**src/rtl/sp_port_arbiter_pkg.sv**
```systemverilog
// Shared constants for the single-port RAM arbiter: ownership modes and FSM encoding.
package sp_port_arbiter_pkg;

    localparam int MODE_SELECT = 0;  // ownership follows the external sel input
    localparam int MODE_RR     = 1;  // ownership rotates over requesting masters

    typedef enum logic [1:0] {
        ST_IDLE  = 2'd0,
        ST_OWN   = 2'd1,
        ST_DRAIN = 2'd2
    } arb_state_e;

endpackage

```
**src/rtl/sp_port_arbiter_rd_tag_pipe.sv**
```systemverilog
// Read tag pipeline: carries {valid, master id} for every issued read so the
// returning RAM data can be attributed to the master that issued it.
module rd_tag_pipe #(
    parameter int LAT  = 2,
    parameter int ID_W = 2
) (
    input  logic            clk,
    input  logic            rst,
    input  logic            push_vld,
    input  logic [ID_W-1:0] push_id,
    output logic            pop_vld,
    output logic [ID_W-1:0] pop_id
);

    logic [LAT-1:0]           vld_q, vld_d;
    logic [LAT-1:0][ID_W-1:0] id_q, id_d;

    // Shift one stage per cycle; stage 0 loads the read issued this cycle.
    always_comb begin
        vld_d    = vld_q;
        id_d     = id_q;
        vld_d[0] = push_vld;
        id_d[0]  = push_id;
        for (int i = 1; i < LAT; i++) begin
            vld_d[i] = vld_q[i-1];
            id_d[i]  = id_q[i-1];
        end
    end

    // Pipeline registers; reset discards every read still in flight.
    always_ff @(posedge clk or posedge rst) begin
        if (rst) begin
            vld_q <= '0;
            id_q  <= '0;
        end else begin
            vld_q <= vld_d;
            id_q  <= id_d;
        end
    end

    assign pop_vld = vld_q[LAT-1];
    assign pop_id  = id_q[LAT-1];

endmodule

```
**src/rtl/sp_port_arbiter.sv**
```systemverilog
// N-master front end for one single-port block RAM. One master owns the port at
// a time; ownership changes only after a drain of READ_LAT cycles so that read
// data in flight always returns to the master that asked for it.
module sp_port_arbiter
    import sp_port_arbiter_pkg::*;
#(
    parameter int N_MASTERS = 3,
    parameter int ADDR_W    = 11,
    parameter int DATA_W    = 32,
    parameter int READ_LAT  = 2,
    parameter int MODE      = 0
) (
    input  logic                          clk,
    input  logic                          rst,
    input  logic [$clog2(N_MASTERS)-1:0]  sel,
    input  logic [N_MASTERS-1:0]          req,
    output logic [N_MASTERS-1:0]          grant,
    input  logic [N_MASTERS-1:0]          m_oce,
    input  logic [N_MASTERS-1:0]          m_ce,
    input  logic [N_MASTERS-1:0]          m_wre,
    input  logic [N_MASTERS*ADDR_W-1:0]   m_ad,
    input  logic [N_MASTERS*DATA_W-1:0]   m_din,
    output logic [N_MASTERS-1:0]          m_rvalid,
    output logic [DATA_W-1:0]             rdata,
    output logic                          ram_oce,
    output logic                          ram_ce,
    output logic                          ram_wre,
    output logic [ADDR_W-1:0]             ram_ad,
    output logic [DATA_W-1:0]             ram_din,
    input  logic [DATA_W-1:0]             ram_dout
);

    localparam int ID_W  = $clog2(N_MASTERS);
    localparam int CNT_W = $clog2(READ_LAT) + 1;

    arb_state_e            state_q, state_d;
    logic [ID_W-1:0]       owner_q, owner_d;
    logic [ID_W-1:0]       last_owner_q, last_owner_d;
    logic [N_MASTERS-1:0]  grant_q, grant_d;
    logic [CNT_W-1:0]      cnt_q, cnt_d;

    logic                  sel_ok;
    logic                  rr_found;
    logic [ID_W-1:0]       rr_idx;
    int                    rr_k;
    logic                  issue_rd;
    logic                  pop_vld;
    logic [ID_W-1:0]       pop_id;

    // sel can encode more values than there are masters; those select nobody.
    assign sel_ok = (int'(sel) < N_MASTERS);

    // Round-robin pick: scan from farthest to nearest after last_owner so the
    // nearest requester wins; the previous owner therefore ranks last.
    always_comb begin
        rr_found = 1'b0;
        rr_idx   = '0;
        rr_k     = 0;
        for (int i = N_MASTERS; i >= 1; i--) begin
            rr_k = (int'(last_owner_q) + i) % N_MASTERS;
            if (req[rr_k]) begin
                rr_found = 1'b1;
                rr_idx   = ID_W'(rr_k);
            end
        end
    end

    // Ownership FSM: grant in IDLE, release on req drop (or sel move), drain.
    always_comb begin
        state_d      = state_q;
        owner_d      = owner_q;
        last_owner_d = last_owner_q;
        grant_d      = grant_q;
        cnt_d        = cnt_q;
        case (state_q)
            ST_IDLE: begin
                cnt_d = '0;
                if (MODE == MODE_SELECT) begin
                    if (sel_ok && req[sel]) begin
                        owner_d = sel;
                        grant_d = N_MASTERS'(1) << sel;
                        state_d = ST_OWN;
                    end
                end else if (rr_found) begin
                    owner_d = rr_idx;
                    grant_d = N_MASTERS'(1) << rr_idx;
                    state_d = ST_OWN;
                end
            end
            ST_OWN: begin
                if (!req[owner_q] || (MODE == MODE_SELECT && sel != owner_q)) begin
                    grant_d      = '0;
                    last_owner_d = owner_q;
                    cnt_d        = '0;
                    state_d      = ST_DRAIN;
                end
            end
            ST_DRAIN: begin
                if (cnt_q == CNT_W'(READ_LAT - 1)) begin
                    state_d = ST_IDLE;
                end else begin
                    cnt_d = cnt_q + 1'b1;
                end
            end
            default: begin
                state_d = ST_IDLE;
                grant_d = '0;
            end
        endcase
    end

    // FSM state, owner bookkeeping and registered grant.
    always_ff @(posedge clk or posedge rst) begin
        if (rst) begin
            state_q      <= ST_IDLE;
            owner_q      <= '0;
            last_owner_q <= ID_W'(N_MASTERS - 1);
            grant_q      <= '0;
            cnt_q        <= '0;
        end else begin
            state_q      <= state_d;
            owner_q      <= owner_d;
            last_owner_q <= last_owner_d;
            grant_q      <= grant_d;
            cnt_q        <= cnt_d;
        end
    end

    assign grant = grant_q;

    // RAM port: owner's controls pass straight through; idle values otherwise.
    always_comb begin
        ram_ce  = 1'b0;
        ram_wre = 1'b0;
        ram_oce = 1'b1;
        ram_ad  = '0;
        ram_din = '0;
        if (|grant_q) begin
            ram_ce  = m_ce[owner_q];
            ram_wre = m_wre[owner_q];
            ram_oce = m_oce[owner_q];
            ram_ad  = m_ad[owner_q*ADDR_W +: ADDR_W];
            ram_din = m_din[owner_q*DATA_W +: DATA_W];
        end
    end

    // A read is tracked even in the cycle its master drops req: grant is still high.
    assign issue_rd = (|grant_q) & m_ce[owner_q] & ~m_wre[owner_q];

    rd_tag_pipe #(
        .LAT  (READ_LAT),
        .ID_W (ID_W)
    ) u_rd_tag_pipe (
        .clk      (clk),
        .rst      (rst),
        .push_vld (issue_rd),
        .push_id  (owner_q),
        .pop_vld  (pop_vld),
        .pop_id   (pop_id)
    );

    // Decode the returning tag into a one-cycle per-master valid pulse.
    always_comb begin
        m_rvalid = '0;
        if (pop_vld) begin
            m_rvalid = N_MASTERS'(1) << pop_id;
        end
    end

    assign rdata = ram_dout;

endmodule

```
**config.mk**
```make
export PLATFORM = sky130hd
export DESIGN_NAME = sp_port_arbiter
export DESIGN_NICKNAME = d
export VERILOG_FILES = /design/src/rtl/sp_port_arbiter_pkg.sv /design/src/rtl/sp_port_arbiter_rd_tag_pipe.sv /design/src/rtl/sp_port_arbiter.sv
export SDC_FILE = /design/constraint.sdc
export NUM_CORES = 1
export LEC_CHECK = 0
export CAP_MARGIN = 25
export CORE_AREA = 4 4 99 101
export CTS_CLUSTER_DIAMETER = 200
export CTS_CLUSTER_SIZE = 10
export DETAILED_ROUTE_END_ITERATION = 8
export DIE_AREA = 0 0 103 105
export GPL_ROUTABILITY_DRIVEN = 0
export PLACE_DENSITY_LB_ADDON = 0.15
export SKIP_LAST_GASP = 1
export SYNTH_ARGS = -nofsm -noshare
export SYNTH_HDL_FRONTEND = slang
export SYNTH_SLANG_ARGS = --single-unit
```
**constraint.sdc**
```tcl
create_clock -name clk -period 1.9 [get_ports clk]
set_clock_uncertainty 0.2 [all_clocks]
set_input_delay 0.19 -clock clk [delete_from_list [all_inputs] [get_ports clk]]
set_output_delay 0.19 -clock clk [all_outputs]
set_load 0.1 [all_outputs]
```
Yosys cells after proc, flatten, opt, wreduce, memory -nomap -nowiden
Index checks and enable logic that the tools add are counted.

operators by class
  multipliers = 1
  mux-type cells = 26
  reduce and logical (&&, ||, !) cells = 10
  magnitude comparators = 3
  $add $sub $neg = 1
  equal/unequal tests = 8
  shifts and indexed selects = 4
  bitwise logic cells = 4

operators with widths
  kind                                                number
  indexed part select 96 x 8 -> 32 bit                1
  indexed part select 33 x 7 -> 11 bit                1
  2-to-1 mux 32 bit                                   1
  one-hot mux 2 bit (3 select lines)                  2
  2-to-1 mux 11 bit                                   1
  binary-select mux 1 bit (select 2 bit)              5
  2-to-1 mux 2 bit                                    5
  2-to-1 mux 3 bit                                    3
  one-hot mux 3 bit (3 select lines)                  1
  AND reduction 3 bit                                 3
  2-to-1 mux 1 bit                                    8
  != test 2 bit, second input constant                4
  < comparator 2 x 3 -> 1 bit, second input constant  2
  multiplier 2 x 4 -> 6 bit, second input constant    1
  left shift 1 x 2 -> 3 bit, first input constant     2
  == test 2 x 1 -> 1 bit, second input constant       2
  nonzero test 3 bit                                  1
  OR reduction 3 bit                                  1
  adder 2 x 1 -> 2 bit, second input constant         1
  AND 1 bit                                           2
  == test 2 bit, second input constant                1
  logical NOT 2 bit                                   1
  < comparator 2 bit, second input constant           1
  != test 2 bit                                       1
  5 further kinds                                     6

word-level totals
  input bits = 177
  register bits after elaboration = 15
  output and inout port bits = 84

Logic depth before layout (Yosys ltp)
  depth after elaboration = 6
  gate-level depth with buffers = 7
  depth with buffers taken out = 6

Cells and area by module
From an unflattened synthesis, not the netlist that was laid out.

unflattened totals
  cell total of the unflattened synthesis = 301
  area, all modules = 2058.2 um^2

modules (own cells, without submodules)
  module           instances  area each (um^2)  cells an instance
  sp_port_arbiter  1          1904.3            294
  rd_tag_pipe      1          153.9             7

Worst setup path after synthesis
OpenSTA, ideal clock, no wires.

  path kind = register -> output
  start = reg owner_q[1]
  end = out ram_oce
  data arrival time = 3.112 ns
  buffers on the path = 3
  slack = -1.602 ns
  cell stages (with the launch flop) = 6
  required time = 1.510 ns
  cell sequence = dfrtp_1 -> buf_2 -> buf_4 -> buf_2 -> mux2i_1 -> o21ai_0

on the way
  word-level cells in the longest chain between the ends = 3

RTL lines
  item                                    line                    text
  from (decl)                             sp_port_arbiter.sv:37   logic [ID_W-1:0] owner_q, owner_d;
  from (signal assigned)                  sp_port_arbiter.sv:122  owner_q <= owner_d;
  binary-select mux 1 bit (select 2 bit)  sp_port_arbiter.sv:141  ram_oce = m_oce[owner_q];
  2-to-1 mux 1 bit (implied by the code)  sp_port_arbiter.sv:141
  2-to-1 mux 1 bit                        sp_port_arbiter.sv:138  if (|grant_q) begin
  to (decl)                               sp_port_arbiter.sv:25   output logic ram_oce,

No other way between the ends. The select of a mux whose other input is x is not followed.

Final worst setup path
  start = reg owner_q[1]
  end = out ram_ad[2]

on the way
  word-level cells in the longest chain between the ends = 3

RTL lines
  item                                  line                    text
  multiplier 2 x 4 -> 6 bit             sp_port_arbiter.sv:142  ram_ad = m_ad[owner_q*ADDR_W +: ADDR_W];
  indexed part select 33 x 7 -> 11 bit  sp_port_arbiter.sv:142
  2-to-1 mux 11 bit                     sp_port_arbiter.sv:138
  to (decl)                             sp_port_arbiter.sv:28   output logic [ADDR_W-1:0] ram_ad,

No other way between the ends.

==> load_flow_metrics.sql <==
INSERT INTO impl_metrics (metric_group, metric, value, unit) VALUES
('outcome', 'status', 'finished, violations left', ''),
('outcome', 'violations', 'setup timing', ''),
('placed_design', 'port-buffer-count', '196', ''),
('sta', 'tightestPinTransition', '0.5792', 'ns'),
('global_routing', 'groute.layer.met1.usage', '0.1855', ''),
('critical_path', 'crit_path_cell_trace', 'buf_6 > nor2b_4 > buf_12 > clkbuf_16 > a21oi_4 > nor2_4 > buf_12', ''),
('synthesis', 'syn_area_cell', '6.827', 'sq um'),
('clock_network', 'cts_tree', 'built', ''),
('die', 'num_io_pins', '261', ''),
('global_routing', 'global_route.overflow_total', '0', ''),
('cells_and_area', 'fin_area', '0.005727', 'sq mm'),
('synthesis', 'ys.flop_type', 'sky130_fd_sc_hd__dfrtp_1', ''),
('clock_network', 'clock_slew_at_the_register_clock_pins_of_the_worst_setup_and_hold_paths', '0.06', 'ns'),
('routing', 'drt_pass1_iterations', '4', ''),
('critical_path', 'worst-endpoint-required', '1.51', 'ns'),
('placed_design', 'detailed_place.area', '0.004985', 'sq mm'),
('sta', 'layout_worst_path_cycle_share', '1.101', ''),
('global_routing', 'first_global_vias', '2966', ''),
('power', 'cellPowerDensity', '2211', 'mW/mm^2'),
('synthesis', 'synth_cell_types', '32', ''),
('global_routing', 'maximum_number_of_pins_on_one_net_before_global_route_repair', '31', ''),
('global_routing', 'antenna_found_initial', '0', ''),
('die', 'coreArea', '0.009021', 'sq mm'),
('global_routing', 'gr-max-usage-layer', 'met2', ''),
('cells_and_area', 'final_util', '0.6348', ''),
('routing', 'finalWirelength', '10.98', 'mm'),
('routing', 'vias_per_cell', '4.835', ''),
('routing', 'detailed_route_drc_error_count', '0', ''),
('synthesis', 'area_share_of_and_or_nand_nor_cells_after_synthesis', '0.2549', ''),
('power', 'peakVddDrop', '0.0009685', 'V'),
('synthesis', 'seq_area_frac_synth', '0.1791', ''),
('routing', 'postRouteAntennaNets', '0', ''),
('clock_network', 'htree_num_levels', '1', ''),
('synthesis', 'synthMuxAreaShare', '0.2245', ''),
('cells_and_area', 'leading_cell_type_in_the_layout_fill_and_taps_excluded', 'sky130_fd_sc_hd__clkdlybuf4s50_1', ''),
('critical_path', 'critical_path_launch_point', 'owner_q[1]', ''),
('global_routing', 'grt_usage', '0.1771', ''),
('worst_hold_path', 'hold_class', 'primary input to async pin', ''),
('sta', 'hold_viol', '0', ''),
('cells_and_area', 'mostFrequentLayoutCells', 'sky130_fd_sc_hd__clkdlybuf4s50_1, sky130_fd_sc_hd__buf_12, sky130_fd_sc_hd__mux2i_1, sky130_fd_sc_hd__nor2_4, sky130_fd_sc_hd__nor2_1', ''),
('sta', 'period_minus_slack', '2.092', 'ns'),
('sta', 'max-slew-margin-rel', '0.6134', ''),
('synthesis', 'synth_fa_ha_area_frac', '0.005970', ''),
('critical_path', 'critPathMostFrequentCell', 'sky130_fd_sc_hd__buf_12', ''),
('synthesis', 'synth.net_count', '485', ''),
('sta', 'slew_viol_final', '0', ''),
('clock_network', 'cts_sink_cnt', '15', ''),
('global_routing', 'globalRouteMet3Util', '0.06275', ''),
('routing', 'detail_route.iter0.violations', '64', ''),
('sta', 'report.final.setup_viol', '46', ''),
('synthesis', 'async_flop_share', '1.000', ''),
('routing', 'detailroute.via_count', '2901', ''),
('clock_network', 'root_buffer', 'sky130_fd_sc_hd__clkbuf_8', ''),
('placed_design', 'place_hpwl', '7.701', 'mm'),
('critical_path', 'cp_slowest_stage_delay', '0.45', 'ns'),
('sta', 'max_clock_freq', '0.4781', 'GHz'),
('cells_and_area', 'drive_above_1_share', '0.4070', ''),
('clock_network', 'clk_latency', '0.25', 'ns'),
('global_routing', 'first_pass_grt_wire_length', '15.03', 'mm'),
('critical_path', 'critical_path_class', 'flop to primary output', ''),
('cells_and_area', 'fin_nets', '668', ''),
('global_routing', 'global_route.usage.met2', '0.3309', ''),
('die', 'initial_utilization', '0.2323', ''),
('synthesis', 'synth_edf_count', '0', ''),
('sta', 'worst_slack', '-0.1915', 'ns'),
('synthesis', 'synthesis.area', '0.002096', 'sq mm'),
('cells_and_area', 'syn_to_final_growth', '173.3', '%'),
('synthesis', 'combinational_family_with_the_most_area_after_synthesis', 'simple AND/OR/NAND/NOR gates', ''),
('die', 'dieHeight', '105', 'um'),
('clock_network', 'cts.path.max_buffers', '2', ''),
('die', 'die_width', '103', 'um');
## layer usage
layer	wire, um	vias up
li1	-	1376
met1	3838	1338
met2	5699	171
met3	1252	16
met4	191	0
met5	0	-
## flip-flops by register name (all words and copies together) (netlist names)
| signal | flops |
|---|---|
| cnt_q | 2 |
| u_rd_tag_pipe.vld_q | 2 |
| owner_q | 2 |
| state_q | 2 |
| u_rd_tag_pipe.pop_id | 2 |
| u_rd_tag_pipe.id_d | 2 |
| grant | 3 |
## cell type report
class                           count  area (sq um)
Clock buffer                        3         41.29
Clock inverter                      1         5.005
Fill cell                         742          3294
Inverter                            2         7.507
Multi-Input combinational cell    234          2061
Sequential cell                    15         389.1
Tap cell                          111         138.9
Timing Repair Buffer              234          3084
## path summary, 6_finish.rpt
kind                       slack, ns                       to
hold / removal                  0.10                 grant[0]
min in group clk                0.15  u_rd_tag_pipe.pop_id[1]
max in group asynchronous       0.97                 grant[2]
setup / recovery               -0.19                ram_ad[2]
setup reg to reg                0.12                 cnt_q[0]
hold reg to reg                 0.15  u_rd_tag_pipe.pop_id[1]
## timing repair
| item | in CTS | in global routing |
|---|---|---|
| gates resized for setup | 41 | 33 |
| hold buffers | 0 | 0 |
| hold endpoints to repair | 0 | 0 |
| buffers inserted | 8 | 4 |
| endpoints found under the setup margin | 46 | 46 |
| cloned | 5 | 6 |
| pin swaps | 10 | 34 |
## power breakdown
part	leakage [nW]	switching [mW]	internal, mW
clock	0.0255	0.114	0.145
sequential	0.189	0.180	0.462
combinational	1.94	7.10	4.66
## cells in the mapped netlist, types with 4 or more instances
| cell type | n | area share |
|---|---|---|
| sky130_fd_sc_hd__a21oi_1 | 46 | 0.11 |
| sky130_fd_sc_hd__buf_2 | 6 | 0.014 |
| sky130_fd_sc_hd__buf_4 | 33 | 0.12 |
| sky130_fd_sc_hd__clkbuf_1 | 16 | 0.029 |
| sky130_fd_sc_hd__dfrtp_1 | 15 | 0.18 |
| sky130_fd_sc_hd__mux2i_1 | 47 | 0.22 |
| sky130_fd_sc_hd__nand2_1 | 4 | 0.0072 |
| sky130_fd_sc_hd__nand3_1 | 4 | 0.0096 |
| sky130_fd_sc_hd__nand3b_1 | 4 | 0.014 |
| sky130_fd_sc_hd__nor2_1 | 94 | 0.17 |
| sky130_fd_sc_hd__nor2b_1 | 5 | 0.015 |
| sky130_fd_sc_hd__o21ai_0 | 6 | 0.014 |
## worst max-delay path, delay by kind of cell (launching register included)
kind / cells / cell delay [ns]
simple gates: 2 / 0.27
buf+inv: 4 / 0.64
compound gates: 1 / 0.07
flops: 1 / 0.45
## logic make-up after synthesis
| group | Yosys count |
|---|---|
| compound gates | 62 |
| simple gates | 123 |
| xor+xnor | 1 |
| fa+ha+maj | 1 |
| buf+inv | 58 |
| flops | 15 |
| mux | 47 |
## per-stage QoR
stage               power [mW]  worst slack (ns)  instances
floorplan                8.058          -0.06373        307
global placement         10.80          0.001945        575
detailed placement       10.87          -0.03622        575
CTS                      11.96           -0.1836        590
global route             13.15           -0.2621        600
finish                   12.66           -0.1915        600
(Power assumes the default switching activity.)
